**config.mk**
```make
export PLATFORM = sky130hd
export DESIGN_NAME = mult_seq_ctrl
export DESIGN_NICKNAME = d
export VERILOG_FILES = /design/src/rtl/mult_ctrl_pkg.sv /design/src/rtl/mult_seq_ctrl.sv
export SDC_FILE = /design/constraint.sdc
export NUM_CORES = 1
export LEC_CHECK = 0
export ABC_CLOCK_PERIOD_IN_PS = 1850
export BUFFER_PORTS_ARGS = -buffer_cell sky130_fd_sc_hd__buf_4
export CAP_MARGIN = 25
export CORE_AREA = 2 2 39 41
export DETAILED_ROUTE_END_ITERATION = 6
export DIE_AREA = 0 0 41 43
export MAX_ROUTING_LAYER = met4
export PLACE_DENSITY_LB_ADDON = 0.3
export SLEW_MARGIN = 10
export SYNTH_ARGS = -nofsm -noshare
export SYNTH_HDL_FRONTEND = slang
export SYNTH_SLANG_ARGS = --single-unit
export TNS_END_PERCENT = 1
```
**constraint.sdc**
```tcl
create_clock -name Clk -period 1.85 [get_ports Clk]
set_input_delay 0.185 -clock Clk [delete_from_list [all_inputs] [get_ports Clk]]
set_output_delay 0.185 -clock Clk [all_outputs]
set_load 0.03 [all_outputs]
```
**src/rtl/mult_ctrl_pkg.sv**
```systemverilog
// Shared types for the sequential shift-add multiplier control path.
package mult_ctrl_pkg;

    localparam int N_BITS_DEF = 8;

    typedef enum logic [2:0] {
        IDLE,
        CLR,
        ADD,
        SHIFT,
        HOLD
    } state_t;

    typedef enum logic {
        OP_ADD = 1'b0,
        OP_SUB = 1'b1
    } adder_op_t;

endpackage

```
**src/rtl/mult_seq_ctrl.sv**
```systemverilog
// Control sequencer for the 8x8 signed shift-add multiplier: turns one Run request
// into CLR followed by N_BITS add/shift pairs, the last add being a subtract.
module mult_seq_ctrl
    import mult_ctrl_pkg::*;
#(
    parameter int N_BITS = N_BITS_DEF
) (
    input  logic Clk,
    input  logic Reset_n,
    input  logic Run,
    input  logic ClearA_LoadB,
    input  logic M,
    output logic clr_ax,
    output logic ld_b,
    output logic ld_ax,
    output logic sub_sel,
    output logic shift,
    output logic busy,
    output logic done
);

    localparam int STEP_W = (N_BITS > 1) ? $clog2(N_BITS) : 1;
    localparam logic [STEP_W-1:0] LAST_STEP = STEP_W'(N_BITS - 1);

    state_t            state_q, state_d;
    logic [STEP_W-1:0] step_q,  step_d;
    adder_op_t         adder_op;

    // NOTE: state registers use non-blocking assignments so every flop samples
    // the pre-edge value of every other flop, independent of process order.
    always_ff @(posedge Clk or negedge Reset_n) begin
        if (!Reset_n) begin
            state_q <= IDLE;
            step_q  <= '0;
        end else begin
            state_q <= state_d;
            step_q  <= step_d;
        end
    end

    // NOTE: every output and next-state variable gets a default before the case,
    // so no path through the block can leave one unassigned and infer a latch.
    always_comb begin
        state_d  = state_q;
        step_d   = step_q;
        clr_ax   = 1'b0;
        ld_b     = 1'b0;
        ld_ax    = 1'b0;
        shift    = 1'b0;
        busy     = 1'b0;
        done     = 1'b0;
        adder_op = OP_ADD;

        unique case (state_q)
            IDLE: begin
                // Gated by Reset_n so a held load switch cannot leak through during reset.
                if (ClearA_LoadB) begin
                    clr_ax = Reset_n;
                    ld_b   = Reset_n;
                end else if (Run) begin
                    state_d = CLR;
                end
            end
            CLR: begin
                clr_ax  = 1'b1;
                busy    = 1'b1;
                step_d  = '0;
                state_d = ADD;
            end
            ADD: begin
                busy    = 1'b1;
                ld_ax   = M;
                state_d = SHIFT;
                if (step_q == LAST_STEP) begin
                    adder_op = OP_SUB;
                end
            end
            SHIFT: begin
                shift = 1'b1;
                busy  = 1'b1;
                if (step_q == LAST_STEP) begin
                    state_d = HOLD;
                end else begin
                    step_d  = step_q + 1'b1;
                    state_d = ADD;
                end
            end
            HOLD: begin
                done = 1'b1;
                if (!Run) begin
                    state_d = IDLE;
                end
            end
            default: begin
                state_d = IDLE;
                step_d  = '0;
            end
        endcase

        sub_sel = adder_op;
    end

endmodule
```
### Word-level counts from Yosys, hierarchy flattened

Cells that the tools add are included.

| storage, ports and cells | value |
|---|---|
| bits in registers | 6 |
| input port bits | 5 |
| output and inout port bits | 7 |
| word-level logic and storage cells | 34 |

| cells by class | value |
|---|---|
| add/sub/neg operators | 1 |
| equality and inequality tests | 9 |
| mux-type cells | 16 |
| bitwise gates (word level) | 1 |
| reductions and logical operators | 5 |

Operators by type and width:

| operator | count |
|---|---|
| $mux 3 | 5 |
| $pmux 3 s5 | 1 |
| $mux 1 | 8 |
| $ne 2x2->1 const B | 4 |
| $eq 3x2->1 const B | 2 |
| $eq 3x3->1 const B | 2 |
| $pmux 3 s2 | 1 |
| $reduce_or 3->1 | 2 |
| $add 3x1->3 const B | 1 |
| $eq 3x1->1 const B | 1 |
| $logic_not 3->1 | 1 |
| $reduce_and 3->1 | 1 |
| $pmux 1 s2 | 1 |
| $reduce_and 2->1 | 1 |
| $not 1->1 | 1 |

### Logic depth before layout (Yosys ltp)

Gate-level depths: netlist of run 1.

| logic depth | value |
|---|---|
| depth after elaboration | 4 |
| mapped depth | 5 |
| mapped depth without buffers | 5 |

### Least setup slack after synthesis of run 1

No wires, ideal clock.

| timing | value |
|---|---|
| path type | flip-flop to output port |
| start | register state_q[0] |
| end | output port shift |
| data arrival time | 1.253 ns |
| required time | 1.665 ns |
| path slack | 0.412 ns |
| cell stages (with the launch flop) | 3 |
| buffers on the path | 0 |
| cell sequence | dfrtp_1 > inv_2 > nor3b_1 |

| on the way | value |
|---|---|
| word-level cells in the longest chain between the ends | 2 |

RTL lines:

| element | line | source |
|---|---|---|
| start: declaration | mult_seq_ctrl.sv:25 | `state_t state_q, state_d;` |
| start signal: assignment | mult_seq_ctrl.sv:36 | `state_q <= state_d;` |
| $eq 3x2->1 | mult_seq_ctrl.sv:54 | `unique case (state_q)` |
| $mux 1 | mult_seq_ctrl.sv:54 |  |
| end: declaration | mult_seq_ctrl.sv:17 | `output logic shift,` |

No other way between the ends.

### Worst setup path after layout of run 1

| timing | value |
|---|---|
| start | register step_q[0] |
| end | output port sub_sel |

| on the way | value |
|---|---|
| word-level cells in the longest chain between the ends | 3 |

RTL lines:

| element | line | source |
|---|---|---|
| start: declaration | mult_seq_ctrl.sv:26 | `logic [STEP_W-1:0] step_q, step_d;` |
| start signal: assignment | mult_seq_ctrl.sv:37 | `step_q <= step_d;` |
| $eq 3x3->1 | mult_seq_ctrl.sv:74 | `if (step_q == LAST_STEP) begin` |
| $mux 1 | mult_seq_ctrl.sv:74 |  |
| $mux 1 | mult_seq_ctrl.sv:54 |  |
| end: declaration | mult_seq_ctrl.sv:16 | `output logic sub_sel,` |

No other way between the ends.

==> impl_metrics.csv, run 1 <==
group,metric,value,unit
placement,port-buffer-count,11,
setup_path,cp_max_fo,3,
setup_path,cp.arrival,1.44,ns
synthesis,synth_area_leader_cell,"dfrtp_1",
floorplan,dieWidth,41,um
floorplan,core-area,0.001384,mm^2
sta,min_period,1.621,ns
sta,finalHoldViolations,0,
setup_path,cp_slowest_cell,"dfrtp_1",
synthesis,synth_top_family_by_area,"simple AND/OR/NAND/NOR gates",
synthesis,synthAdderAreaFrac,0.06897,
layout,area_delta_synth_final,32.76,%
synthesis,synth_xor_area_frac,0,
clocking,clk_path_buf_depth,2,
layout,final_common_cell,"buf_4",
synthesis,synth-simple-area-share,0.2862,
synthesis,ys_seq_area_frac,0.4138,
clocking,clkTransAtPathRegs,0.04,ns
floorplan,pin_count,12,
synthesis,ys_ff_latch,6,
power_and_ir_drop,vdd_drop_max,0.6314,mV
detailed_routing,via_count,291,
clocking,cts_setup_buffers,0,
setup_path,crit_top_cell,"ha_1",
setup_path,cp-start-kind,"flop",
synthesis,synth_top_area_frac,0.4138,
placement,globalplace.congestion,0.6169,
sta,rsz0062_at_grt,"no",
clocking,cts_tree,"yes",
placement,dp.cells,59,
floorplan,fp-row-count,14,
flow_run,cap_viol_max_count,0,
sta,layout_setup_ws,0.2289,ns
synthesis,synth_warnings,0,
detailed_routing,drt_iter0_markers,2,
sta,relSlewSlack,0.7457,
setup_path,r2r_slack,0.38,ns
synthesis,syn_nets,41,
sta,setup_viol,0,
clocking,cts_root_buf,"clkbuf_4",
global_route,grt_overflow,0,
setup_path,end_kind,"primary output",
clocking,cts.sinks,6,
floorplan,dieArea,0.001763,mm^2
layout,multi_input_area,188.9,um^2
synthesis,synthMuxAreaShare,0.04138,
floorplan,die_h,43,um
global_route,antenna_found_initial,0,
synthesis,synth_cell_types,21,
clocking,cts_max_level,1,
detailed_routing,wl_per_cell,11.24,um
clocking,cts_buffers,3,
placement,dp_hpwl,525.2,um
layout,fill_cells,150,
placement,place_ws,0.3866,ns
sta,fmax,616.8,MHz
detailed_routing,drc_errors,0,
clocking,post_cts_resize_count,0,
setup_path,crit_chain,"ha_1 -> ha_1 -> nand3b_1 -> nor2_1 -> buf_4",
synthesis,synth.avg_cell_area,10.67,um^2
global_route,grt_max_degree,12,
detailed_routing,dr.pass1.iters,2,
global_route,grt_pass1_wl,1076,um
layout,final_cells,63,
setup_path,slowest_delay,0.39,ns
layout,seqCellArea,150.1,um^2
detailed_routing,ant_nets,0,
layout,insertedDiodeCount,0,
setup_path,path_class,"reg -> out",
layout,num-nets-final,56,
synthesis,syn_inst,34,
sta,totalNegativeSetupSlack,0,ns
hold_path,hp-class,"in -> reg",
clocking,clk_latency,0.24,ns
layout,drive_gt1_frac,0.4255,
synthesis,ys_top_cells_by_area,"dfrtp_1 (41%), ha_1 (6.9%), nor4b_4 (6.6%), a22o_1 (4.8%), nor3_1 (4.1%)",
sta,tightestPinTransition,0.3815,ns
detailed_routing,wirelength,708,um
global_route,grt_pass1_vias,239,
detailed_routing,post_drt_via_cell_ratio,4.619,
status,outcome,"completed",
setup_path,cp_data_required_time,1.66,ns
power_and_ir_drop,leakage,0.2453,nW
power_and_ir_drop,powerDensity,1752,mW/mm^2
synthesis,synth_compound_area_frac,0.1241,
layout,final_cell_mix,"buf_4 (11), dfrtp_1 (6), nor2_1 (4)",
floorplan,start_util,0.2622,
sta,finalCritPeriodShare,0.8763,
sta,slew_violations,0,
global_route,grt_usage,0.09657,
sta,fin_skew,0.005466,ns
synthesis,syn_area,362.8,um^2
==> Yosys cell counts, drive strengths merged <==
library cell	count
dfrtp	6
nor2	4
nor3	3
a21oi	2
a22o	2
buf	2
ha	2
inv	2
a21o	1
and2	1
and3	1
and4bb	1
mux2	1
nand2	1
nand3	1
nand3b	1
nor3b	1
nor4b	1
o2bb2ai	1
==> stage by stage <==
| stage | total power (W) | hold WS [ns] | instance area, um^2 | util |
|---|---|---|---|---|
| after detailed placement | 0.0007257 | 0.006533 | 449.2 | 0.3246 |
| after global placement | 0.0007238 | 0.007186 | 449.2 | 0.3246 |
| after CTS | 0.0008541 | 0.1670 | 481.7 | 0.3481 |
| final | 0.0008439 | 0.1784 | 481.7 | 0.3481 |
| after global routing | 0.0009069 | 0.1872 | 481.7 | 0.3481 |
| after floorplan | 0.0006090 | -0.1106 | 362.8 | - |
==> cells by family (layout without fill, tap and decap cells) <==
kind of cell | after synthesis | count (layout)
buffers and inverters | 4 | 17
adder cells (fa/ha/maj) | 2 | 2
AND/OR/NAND/NOR | 15 | 15
multiplexers | 1 | 1
AO/OA/AOI/OAI | 6 | 6
flip-flops | 6 | 6
==> critical path, delay by kind of cell, from the launching register on <==
kind                     cells  cell delay, ns
adder cells (fa/ha/maj)      2            0.43
buffers and inverters        1            0.17
flip-flops                   1            0.39
AND/OR/NAND/NOR              2            0.20
==> state kept, by name, summed over array words and instances (netlist names) <==
name and count:
step_q 3, state_q 3
==> where the power goes <==
part	total (W)	switching, W	internal [W]
Sequential	0.000267	0.0000761	0.000191
Clock	0.000120	0.0000469	0.0000734
Combinational	0.000457	0.000227	0.000229
Total	0.000844	0.000350	0.000494
==> what timing repair did <==
action	4_1_cts	5_1_grt
endpoints found under the hold margin	6	0
setup endpoints to repair	0	0
hold buffers	1	0
==> per-layer routing <==
layer / up-vias / wire, um / global-route usage
li1: 149 / - / -
met1: 135 / 343 / 0.1325
met2: 7 / 313 / 0.1094
met3: 0 / 52 / 0.06283
met4: 0 / 0 / 0.04000
met5: - / 0 / -
==> path summary, 6_finish.rpt <==
kind | startpoint | cells after the start | endpoint
worst max register to register | step_q[0]$_DFFE_PN0P_ | 5 | step_q[0]$_DFFE_PN0P_
max in group asynchronous | Reset_n | 2 | state_q[2]$_DFFE_PN0P_
min in group asynchronous | Reset_n | 2 | step_q[2]$_DFFE_PN0P_
worst min register to register | step_q[1]$_DFFE_PN0P_ | 1 | step_q[1]$_DFFE_PN0P_
worst max-delay path | step_q[0]$_DFFE_PN0P_ | 5 | sub_sel
worst min-delay path | Run | 2 | state_q[2]$_DFFE_PN0P_
==> layout make-up <==
cell class | count | area share
well taps | 16 | 0.04156
clock buffers | 3 | 0.04675
flip-flops and latches | 6 | 0.3117
multi-input cells | 24 | 0.3922
inverters | 2 | 0.01558
repair buffers | 12 | 0.1922
Note: power is estimated with default switching activity, not from simulation.
==> inputs of run 2 (changes only) <==
CORE_AREA = 4 4 41 43   (was 2 2 39 41)
DIE_AREA = 0 0 45 47   (was 0 0 41 43)
==> run 2 against run 1 <==
Compared with the run above: sequential power is essentially flat; non-clock buffer count is the same; register-to-register slack is essentially flat; count of clock-buffer cells in the layout is the same; worst hold slack lost 0.020 ns; first-iteration DRC count grew 50%.
==> impl_metrics.csv, run 2 (synthesis results as in run 1) <==
group,metric,value,unit
layout,final_cells,62,
setup_path,cp-start-kind,"flop",
setup_path,cp_max_fo,3,
power_and_ir_drop,leakage,0.2453,nW
layout,num-nets-final,56,
setup_path,path_class,"reg -> out",
layout,area_delta_synth_final,32.41,%
clocking,cts_tree,"yes",
floorplan,fp-row-count,13,
detailed_routing,drc_errors,0,
detailed_routing,wirelength,750,um
floorplan,die_h,47,um
placement,dp_hpwl,557.2,um
setup_path,cp_slowest_cell,"dfrtp_1",
clocking,cts.sinks,6,
setup_path,end_kind,"primary output",
clocking,cts_root_buf,"clkbuf_4",
power_and_ir_drop,powerDensity,1760,mW/mm^2
floorplan,dieArea,0.002115,mm^2
global_route,grt_overflow,0,
sta,slew_violations,0,
setup_path,cp.arrival,1.45,ns
sta,finalHoldViolations,0,
detailed_routing,wl_per_cell,12.10,um
hold_path,hp-class,"in -> reg",
placement,dp.cells,58,
sta,tightestPinTransition,0.3676,ns
detailed_routing,drt_iter0_markers,3,
floorplan,core-area,0.001301,mm^2
layout,largest_registers,"state_q x3, step_q x3",
global_route,grt_usage,0.09128,
clocking,clk_path_buf_depth,2,
detailed_routing,ant_nets,0,
flow_run,cap_viol_max_count,0,
placement,port-buffer-count,11,
layout,fill_cells,149,
placement,globalplace.congestion,0.6619,
sta,totalNegativeSetupSlack,0,ns
placement,place_ws,0.3895,ns
power_and_ir_drop,power,0.0008456,W
global_route,grt_pass1_vias,300,
layout,insertedDiodeCount,0,
sta,min_period,1.630,ns
clocking,clk_latency,0.24,ns
layout,final_area,480.5,um^2
global_route,antenna_found_initial,0,
layout,final_common_cell,"buf_4",
sta,fin_skew,0.007925,ns
setup_path,cp_data_required_time,1.66,ns
placement,dpl_cell_area,447.9,um^2
status,outcome,"completed",
sta,relSlewSlack,0.7549,
layout,drive_gt1_frac,0.4255,
clocking,cts_buffers,3,
power_and_ir_drop,vdd_drop_max,0.6068,mV
clocking,clkTransAtPathRegs,0.05,ns
detailed_routing,via_count,294,
detailed_routing,post_drt_via_cell_ratio,4.742,
clocking,post_cts_resize_count,0,
sta,rsz0062_at_grt,"no",
layout,final_cell_mix,"buf_4 (11), dfrtp_1 (6), nor2_1 (4)",
sta,fmax,613.5,MHz
global_route,grt_pass1_wl,1283,um
floorplan,start_util,0.2788,
detailed_routing,dr.pass1.iters,2,
sta,setup_viol,0,
sta,finalCritPeriodShare,0.8811,
setup_path,slowest_delay,0.40,ns
clocking,cts_setup_buffers,0,
sta,layout_setup_ws,0.2200,ns
floorplan,pin_count,12,
global_route,grt_max_degree,12,
clocking,cts_max_level,1,
setup_path,crit_chain,"ha_1 -> ha_1 -> nand3b_1 -> nor2_1 -> buf_4",
setup_path,crit_top_cell,"ha_1",
floorplan,dieWidth,45,um
-- run 2: cell counts in the layout (fill, tap and decap cells not counted) --
No cell type changed its count.
-- run 2: routing by layer --
layer | global-route usage | vias up | part of all wire
li1 | - | 150 | -
met1 | 0.1070 | 134 | 0.47
met2 | 0.1215 | 10 | 0.43
met3 | 0.06130 | 0 | 0.099
met4 | 0.03509 | 0 | 0
met5 | - | - | 0
-- run 2: what timing repair did --
item                       CTS  global route
hold buffers                 1             0
hold endpoints to repair     6             0
setup endpoints to repair    0             0
-- run 2: worst max-delay path, delay by kind of cell, from the launching register on --
family                     cells  cell delay [ns]
DFF                            1             0.40
buffers and inverters          1             0.17
and+or+nand+nor                2             0.21
adders and majority gates      2             0.43
-- run 2: layout make-up --
cell class	instances	area, um^2	share of cell area
Clock buffer	3	22.52	0.04687
Inverter	2	7.507	0.01562
Multi-Input combinational cell	24	188.9	0.3932
Sequential cell	6	150.1	0.3125
Tap cell	15	18.77	0.03906
Timing Repair Buffer	12	92.59	0.1927
-- run 2: path summary, 6_finish.rpt --
| check | from | endpoint | slack (ns) | depth (start not counted) |
|---|---|---|---|---|
| max reg2reg | step_q[0]$_DFFE_PN0P_ | step_q[0]$_DFFE_PN0P_ | 0.39 | 5 |
| min | Run | state_q[2]$_DFFE_PN0P_ | 0.16 | 2 |
| max | step_q[0]$_DFFE_PN0P_ | sub_sel | 0.22 | 5 |
| max in group asynchronous | Reset_n | state_q[0]$_DFFE_PN0P_ | 1.42 | 2 |
| min in group asynchronous | Reset_n | state_q[1]$_DFFE_PN0P_ | 0.30 | 2 |
| min reg2reg | step_q[1]$_DFFE_PN0P_ | step_q[1]$_DFFE_PN0P_ | 0.52 | 1 |
-- run 2: through the flow --
stage                       util  hold WS (ns)
after detailed placement  0.3442      0.007602
final                     0.3692        0.1588
after global placement    0.3442      0.006070
after floorplan                -       -0.1106
after CTS                 0.3692        0.1515
after global routing      0.3692        0.1584
-- run 2: report_power, final --
group / total [W] / internal (W) / leakage, nW / switching [W]
registers: 0.000268 / 0.000191 / 0.0719 / 0.0000774
clock network: 0.000118 / 0.0000732 / 0.0138 / 0.0000452
logic: 0.000459 / 0.000230 / 0.160 / 0.000229
total: 0.000846 / 0.000494 / 0.245 / 0.000352
